$ cat src/rtl/uart_pkg.sv
// Shared types and register-map constants for the memory-mapped UART transmitter.
package uart_pkg;

   typedef enum logic [1:0] {IDLE, START, DATA, STOP} tx_state_t;

   localparam logic [1:0] REG_TXDATA = 2'd0;
   localparam logic [1:0] REG_STATUS = 2'd1;

   localparam int STATUS_FULL    = 0;
   localparam int STATUS_EMPTY   = 1;
   localparam int STATUS_BUSY    = 2;
   localparam int STATUS_OVF     = 3;
   localparam int STATUS_CNT_LSB = 4;

endpackage

$ cat src/rtl/sync_fifo.sv
// Purpose: single-clock FIFO with first-word fall-through read data.
// Latency: a pushed word is visible on dout the cycle after the push edge.
// Backpressure: push while full is accepted only when a pop happens in the same cycle.
module sync_fifo #(
   parameter int WIDTH = 8,
   parameter int DEPTH = 8
) (
   input  logic                     clk,
   input  logic                     rst,
   input  logic                     push,
   input  logic                     pop,
   input  logic [WIDTH-1:0]         din,
   output logic [WIDTH-1:0]         dout,
   output logic                     full,
   output logic                     empty,
   output logic [$clog2(DEPTH):0]   count
);

   localparam int AW = $clog2(DEPTH);

   logic [WIDTH-1:0] mem [DEPTH];
   logic [AW-1:0]    wr_ptr;
   logic [AW-1:0]    rd_ptr;
   logic [AW:0]      count_q;
   logic             do_push;
   logic             do_pop;

   assign full    = (count_q == (AW+1)'(DEPTH));
   assign empty   = (count_q == '0);
   assign count   = count_q;
   assign dout    = mem[rd_ptr];
   assign do_pop  = pop & ~empty;
   assign do_push = push & (~full | do_pop);

   always_ff @(posedge clk) begin
      if (rst) begin
         wr_ptr  <= '0;
         rd_ptr  <= '0;
         count_q <= '0;
      end else begin
         if (do_push) wr_ptr <= wr_ptr + AW'(1);
         if (do_pop)  rd_ptr <= rd_ptr + AW'(1);
         case ({do_push, do_pop})
            2'b10:   count_q <= count_q + (AW+1)'(1);
            2'b01:   count_q <= count_q - (AW+1)'(1);
            default: count_q <= count_q;
         endcase
      end
   end

   // Storage needs no reset; the pointers define which entries are valid.
   always_ff @(posedge clk) begin
      if (do_push) mem[wr_ptr] <= din;
   end

endmodule

$ cat src/rtl/mmio_uart_tx.sv
// Purpose: memory-mapped 8N1 UART transmitter with a TX FIFO and combinational status reads.
// Latency: a store into an idle, empty block drives the start bit one edge after capture.
// Backpressure: none to the core; stores to a full FIFO are dropped and flagged as overflow.
module mmio_uart_tx
   import uart_pkg::*;
#(
   parameter logic [31:0] BASE_ADDR  = 32'h8000_0000,
   parameter logic [15:0] CLK_DIV    = 16'd868,
   parameter int          FIFO_DEPTH = 8
) (
   input  logic        clk,
   input  logic        rst,
   input  logic        ram_r,
   input  logic [3:0]  ram_w,
   input  logic [31:0] ram_addr,
   input  logic [31:0] ram_out,
   output logic        sel,
   output logic [31:0] rd_data,
   output logic        tx
);

   localparam int CW = $clog2(FIFO_DEPTH) + 1;

   tx_state_t   state_q, state_d;
   logic [15:0] cnt_q, cnt_d;
   logic [7:0]  shift_q, shift_d;
   logic [2:0]  bit_q, bit_d;

   logic [1:0]  reg_idx;
   logic        push_req, w1c, ovf_set, overflow_q, busy, pop;
   logic [7:0]  fifo_dout;
   logic        fifo_full, fifo_empty;
   logic [CW-1:0] fifo_count;
   logic [31:0] count_ext, status;
   logic [3:0]  count_sat;
   logic        unused_bits;

   assign reg_idx  = ram_addr[3:2];
   assign sel      = (ram_addr[31:4] == BASE_ADDR[31:4]);
   assign push_req = sel & (reg_idx == REG_TXDATA) & ram_w[0];
   assign w1c      = sel & (reg_idx == REG_STATUS) & ram_w[0] & ram_out[STATUS_OVF];
   assign ovf_set  = push_req & fifo_full & ~pop;
   assign busy     = (state_q != IDLE);

   // Loads have no side effects, so the strobe and the unused lanes carry no function here.
   assign unused_bits = ^{ram_r, ram_w[3:1], ram_out[31:8], ram_addr[1:0]};

   sync_fifo #(.WIDTH(8), .DEPTH(FIFO_DEPTH)) u_fifo (
      .clk   (clk),
      .rst   (rst),
      .push  (push_req),
      .pop   (pop),
      .din   (ram_out[7:0]),
      .dout  (fifo_dout),
      .full  (fifo_full),
      .empty (fifo_empty),
      .count (fifo_count)
   );

   assign count_ext = 32'(fifo_count);
   assign count_sat = (count_ext > 32'd15) ? 4'hF : count_ext[3:0];

   always_comb begin
      status                               = '0;
      status[STATUS_FULL]                  = fifo_full;
      status[STATUS_EMPTY]                 = fifo_empty;
      status[STATUS_BUSY]                  = busy;
      status[STATUS_OVF]                   = overflow_q;
      status[STATUS_CNT_LSB+3:STATUS_CNT_LSB] = count_sat;
   end

   assign rd_data = (sel && reg_idx == REG_STATUS) ? status : 32'h0;

   // A new overflow in the same cycle as a clear must stay visible.
   always_ff @(posedge clk) begin
      if (rst)          overflow_q <= 1'b0;
      else if (ovf_set) overflow_q <= 1'b1;
      else if (w1c)     overflow_q <= 1'b0;
   end

   always_ff @(posedge clk) begin
      if (rst) begin
         state_q <= IDLE;
         cnt_q   <= '0;
         shift_q <= '0;
         bit_q   <= '0;
      end else begin
         state_q <= state_d;
         cnt_q   <= cnt_d;
         shift_q <= shift_d;
         bit_q   <= bit_d;
      end
   end

   always_comb begin
      state_d = state_q;
      cnt_d   = cnt_q;
      shift_d = shift_q;
      bit_d   = bit_q;
      pop     = 1'b0;
      tx      = 1'b1;
      case (state_q)
         IDLE: begin
            if (!fifo_empty) begin
               pop     = 1'b1;
               shift_d = fifo_dout;
               cnt_d   = CLK_DIV - 16'd1;
               bit_d   = '0;
               state_d = START;
            end
         end
         START: begin
            tx = 1'b0;
            if (cnt_q == '0) begin
               cnt_d   = CLK_DIV - 16'd1;
               bit_d   = '0;
               state_d = DATA;
            end else begin
               cnt_d = cnt_q - 16'd1;
            end
         end
         DATA: begin
            tx = shift_q[0];
            if (cnt_q == '0) begin
               cnt_d   = CLK_DIV - 16'd1;
               shift_d = shift_q >> 1;
               if (bit_q == 3'd7) state_d = STOP;
               else               bit_d   = bit_q + 3'd1;
            end else begin
               cnt_d = cnt_q - 16'd1;
            end
         end
         STOP: begin
            // Chain straight into the next start bit so queued bytes leave with no idle gap.
            if (cnt_q == '0) begin
               if (!fifo_empty) begin
                  pop     = 1'b1;
                  shift_d = fifo_dout;
                  cnt_d   = CLK_DIV - 16'd1;
                  bit_d   = '0;
                  state_d = START;
               end else begin
                  state_d = IDLE;
               end
            end else begin
               cnt_d = cnt_q - 16'd1;
            end
         end
         default: state_d = IDLE;
      endcase
   end

endmodule
$ cat config.mk
export PLATFORM = sky130hd
export DESIGN_NAME = mmio_uart_tx
export DESIGN_NICKNAME = d
export VERILOG_FILES = /design/src/rtl/uart_pkg.sv /design/src/rtl/sync_fifo.sv /design/src/rtl/mmio_uart_tx.sv
export SDC_FILE = /design/constraint.sdc
export NUM_CORES = 1
export LEC_CHECK = 0
export CAP_MARGIN = 30
export CELL_PAD_IN_SITES_DETAIL_PLACEMENT = 1
export CELL_PAD_IN_SITES_GLOBAL_PLACEMENT = 2
export CORE_MARGIN = 4
export CORE_UTILIZATION = 31
export DETAILED_ROUTE_END_ITERATION = 12
export MAX_ROUTING_LAYER = met4
export PLACE_DENSITY = 0.77
export SYNTH_ARGS = -nofsm -noshare
export SYNTH_HDL_FRONTEND = slang
export SYNTH_HIERARCHICAL = 1
export SYNTH_SLANG_ARGS = --single-unit
$ cat constraint.sdc
create_clock -name clk -period 2.9 [get_ports clk]
set_input_delay 0.58 -clock clk [delete_from_list [all_inputs] [get_ports clk]]
set_output_delay 0.58 -clock clk [all_outputs]
set_load 0.01 [all_outputs]
==> impl_metrics.ini <==
[power]
peakVddDrop_uv = 361
leakagePower_nw = 2.70
power.total_mw = 4.80
p_per_area_nw_per_um2 = 707

[critical_path]
crit_fanout = 3
critical_path_class = in2out
cp.arrival_ns = 2.27
r2r.worst_path.cells = 13
critPathLaunchType = primary input
worstPathRequired_ns = 2.32
cp-end-kind = primary output

[logic_synthesis]
synth_edf_count = 64
yosysSeqAreaShare_pct = 52.4
syn_inst = 424
yosysUniqueCellTypes = 68
async_flop_share_pct = 0
synth_warnings = 6
synth_seq_cells = 107
synthFlopType = edfxtp_1
syn_avg_cell_area_sq_um = 12.5
synth.cell_area_sq_um = 5310

[clock_network]
clkTransAtPathRegs_ns = 0.08
cts_num_sinks = 107
cts.path.max_buffers = 2
cts-root-buf = clkbuf_16
h-tree-depth = 3
numCtsBuffers = 9
cts_tree = yes
clk_latency_ns = 0.35

[floorplanning]
fp.dieH_microns = 139
num_io_pins = 105
start_util_pct = 31.8
die_area_sq_um = 19300
num_rows = 47
placeableCoreArea_sq_um = 16700
die_w_microns = 139

[layout]
stdcell_area_sq_um = 6790
final_cell_mix = 64 x edfxtp_1, 50 x buf_4, 42 x dfxtp_1
final_nets = 603
area_growth_pct = 27.8
n_antenna_cell = 0
drive_above_1_share_pct = 25.6
fillers = 1816
final_common_cell = edfxtp_1

[global_route]
grt.total_usage_pct = 13.8
grt_max_degree = 23
grt_pass1_vias = 3846
grt_pass1_wl_mm = 20.8
antenna_found_initial = 0
grt-ovfl-total = 0

[detailed_routing]
dr.pass1.iters = 4
drc = 0
via_count = 3751
vias_per_cell = 5.04
drtIter0Drc = 215
wl_per_cell_microns = 17.8
wl_mm = 13.2
ant_nets = 0

[run]
drv_cap = 0

[timing]
hold_viol_final = 0
finClkSkew_ns = 0.0123
period_needed_ns = 2.85
slew_violations = 0
tightest_slew_ns = 0.762
period_share_pct = 98.4
setup_viol = 0
maxSlewHeadroom_pct = 49.2
fmax_ghz = 0.350

[worst_hold_path]
hold_depth = 2
hp-class = reg2reg

[placement]
place_area_sq_um = 6250
portBuffers = 50
post-dp-hpwl_mm = 9.37
place_congestion = 0.821

[outcome]
status = finished, final reports clean
critical path: stages:
cell and delay [ns]:
dlygate4sd2_1 0.25, nor4b_4 0.29, nand4_1 0.17, buf_4 0.18, nor4_4 0.22, buf_4 0.17, buf_6 0.10, buf_6 0.09
and2_4 0.13, buf_6 0.10
worst paths after layout:
kind                startpoint         endpoint  slack (ns)
setup / recovery  ram_addr[12]       rd_data[1]        0.05
hold / removal      shift_q[7]       shift_q[7]        0.49
hold reg to reg     shift_q[7]       shift_q[7]        0.49
setup reg to reg     cnt_q[13]  u_fifo/count[3]        0.16
sequential cells by signal, summed over array words and instances (netlist names), named ones only:
signal,count
state_q,2
u_fifo/rd_ptr,3
u_fifo/mem,64
u_fifo/count,4
cnt_q,16
bit_q,3
u_fifo/wr_ptr,3
overflow_q,1
shift_q,8
synth_stat cells, types with 4 or more instances:
library cell	number	share of area (%)
a211oi_1	5	0.71
a21oi_1	12	1.1
a31oi_1	8	0.94
and2_1	9	1.1
buf_4	24	3.4
clkbuf_1	8	0.57
dfxtp_1	43	16
edfxtp_1	64	36
ha_1	12	2.8
inv_1	14	0.99
mux2_2	17	3.6
mux2i_1	11	2.1
mux4_1	10	4.9
mux4_2	6	2.5
nand2_1	11	0.78
nand2b_1	6	0.71
nand3_1	7	0.66
nor2_1	38	2.7
nor3_1	15	1.4
nor4_1	9	1.1
o211ai_1	4	0.57
o21ai_0	10	0.94
or4_1	5	0.71
xnor2_1	4	0.66
xor2_1	4	0.66
per-stage QoR:
step	setup TNS, ns	utilization, %	hold slack [ns]	setup WS (ns)	instances
after CTS	0	39.6	0.495	0.00806	741
after global routing	-0.281	40.6	0.519	-0.0649	744
after detailed placement	-22.13	37.4	0.476	-0.472	719
after global placement	-19.33	37.4	0.466	-0.446	719
final	0	40.6	0.489	0.0462	744
after floorplan	0	-	0.428	0.0198	447
layer usage:
layer,track usage [%],vias up,part of all wire (%)
met5,-,-,0
met3,2.17,20,2.7
met1,16.4,1894,42
met2,23.9,67,53
li1,-,1770,-
met4,4.53,0,2.1
layout make-up:
| cell class | instances | area (sq um) | share of cell area [%] |
|---|---|---|---|
| Multi-Input combinational cell | 285 | 2420 | 35.7 |
| Clock buffer | 9 | 225 | 3.32 |
| Timing Repair Buffer | 102 | 918 | 13.5 |
| Sequential cell | 107 | 2780 | 41.0 |
| Clock inverter | 7 | 108 | 1.59 |
| Tap cell | 220 | 275 | 4.06 |
| Inverter | 14 | 55.1 | 0.811 |
timing repair:
item / CTS / global route
pin swaps: 10 / 19
setup buffers: 6 / 3
hold endpoints to repair: 0 / 0
hold buffers: 0 / 0
gates cloned: 0 / 0
gates resized for setup: 44 / 38
setup endpoints to repair: 10 / 77
where the power goes:
group          switching, mW  leakage, nW  internal (mW)
registers             0.0933        0.923           1.69
logic                  0.959         1.61          0.712
clock network          0.633        0.163          0.714
cell families (layout without fill, tap and decap cells):
kind of cell	Yosys count	in the layout	share of synthesized area, %
and+or+nand+nor	126	126	13.9
xor gates and xnor gates	8	8	1.32
other	1	24	0.0706
buffers and inverters	55	132	6.41
muxes	44	44	13.2
AOI/OAI and AO/OA	70	70	9.54
DFF	107	107	52.4
adders and majority gates	13	13	3.20
(Power assumes the default switching activity.)
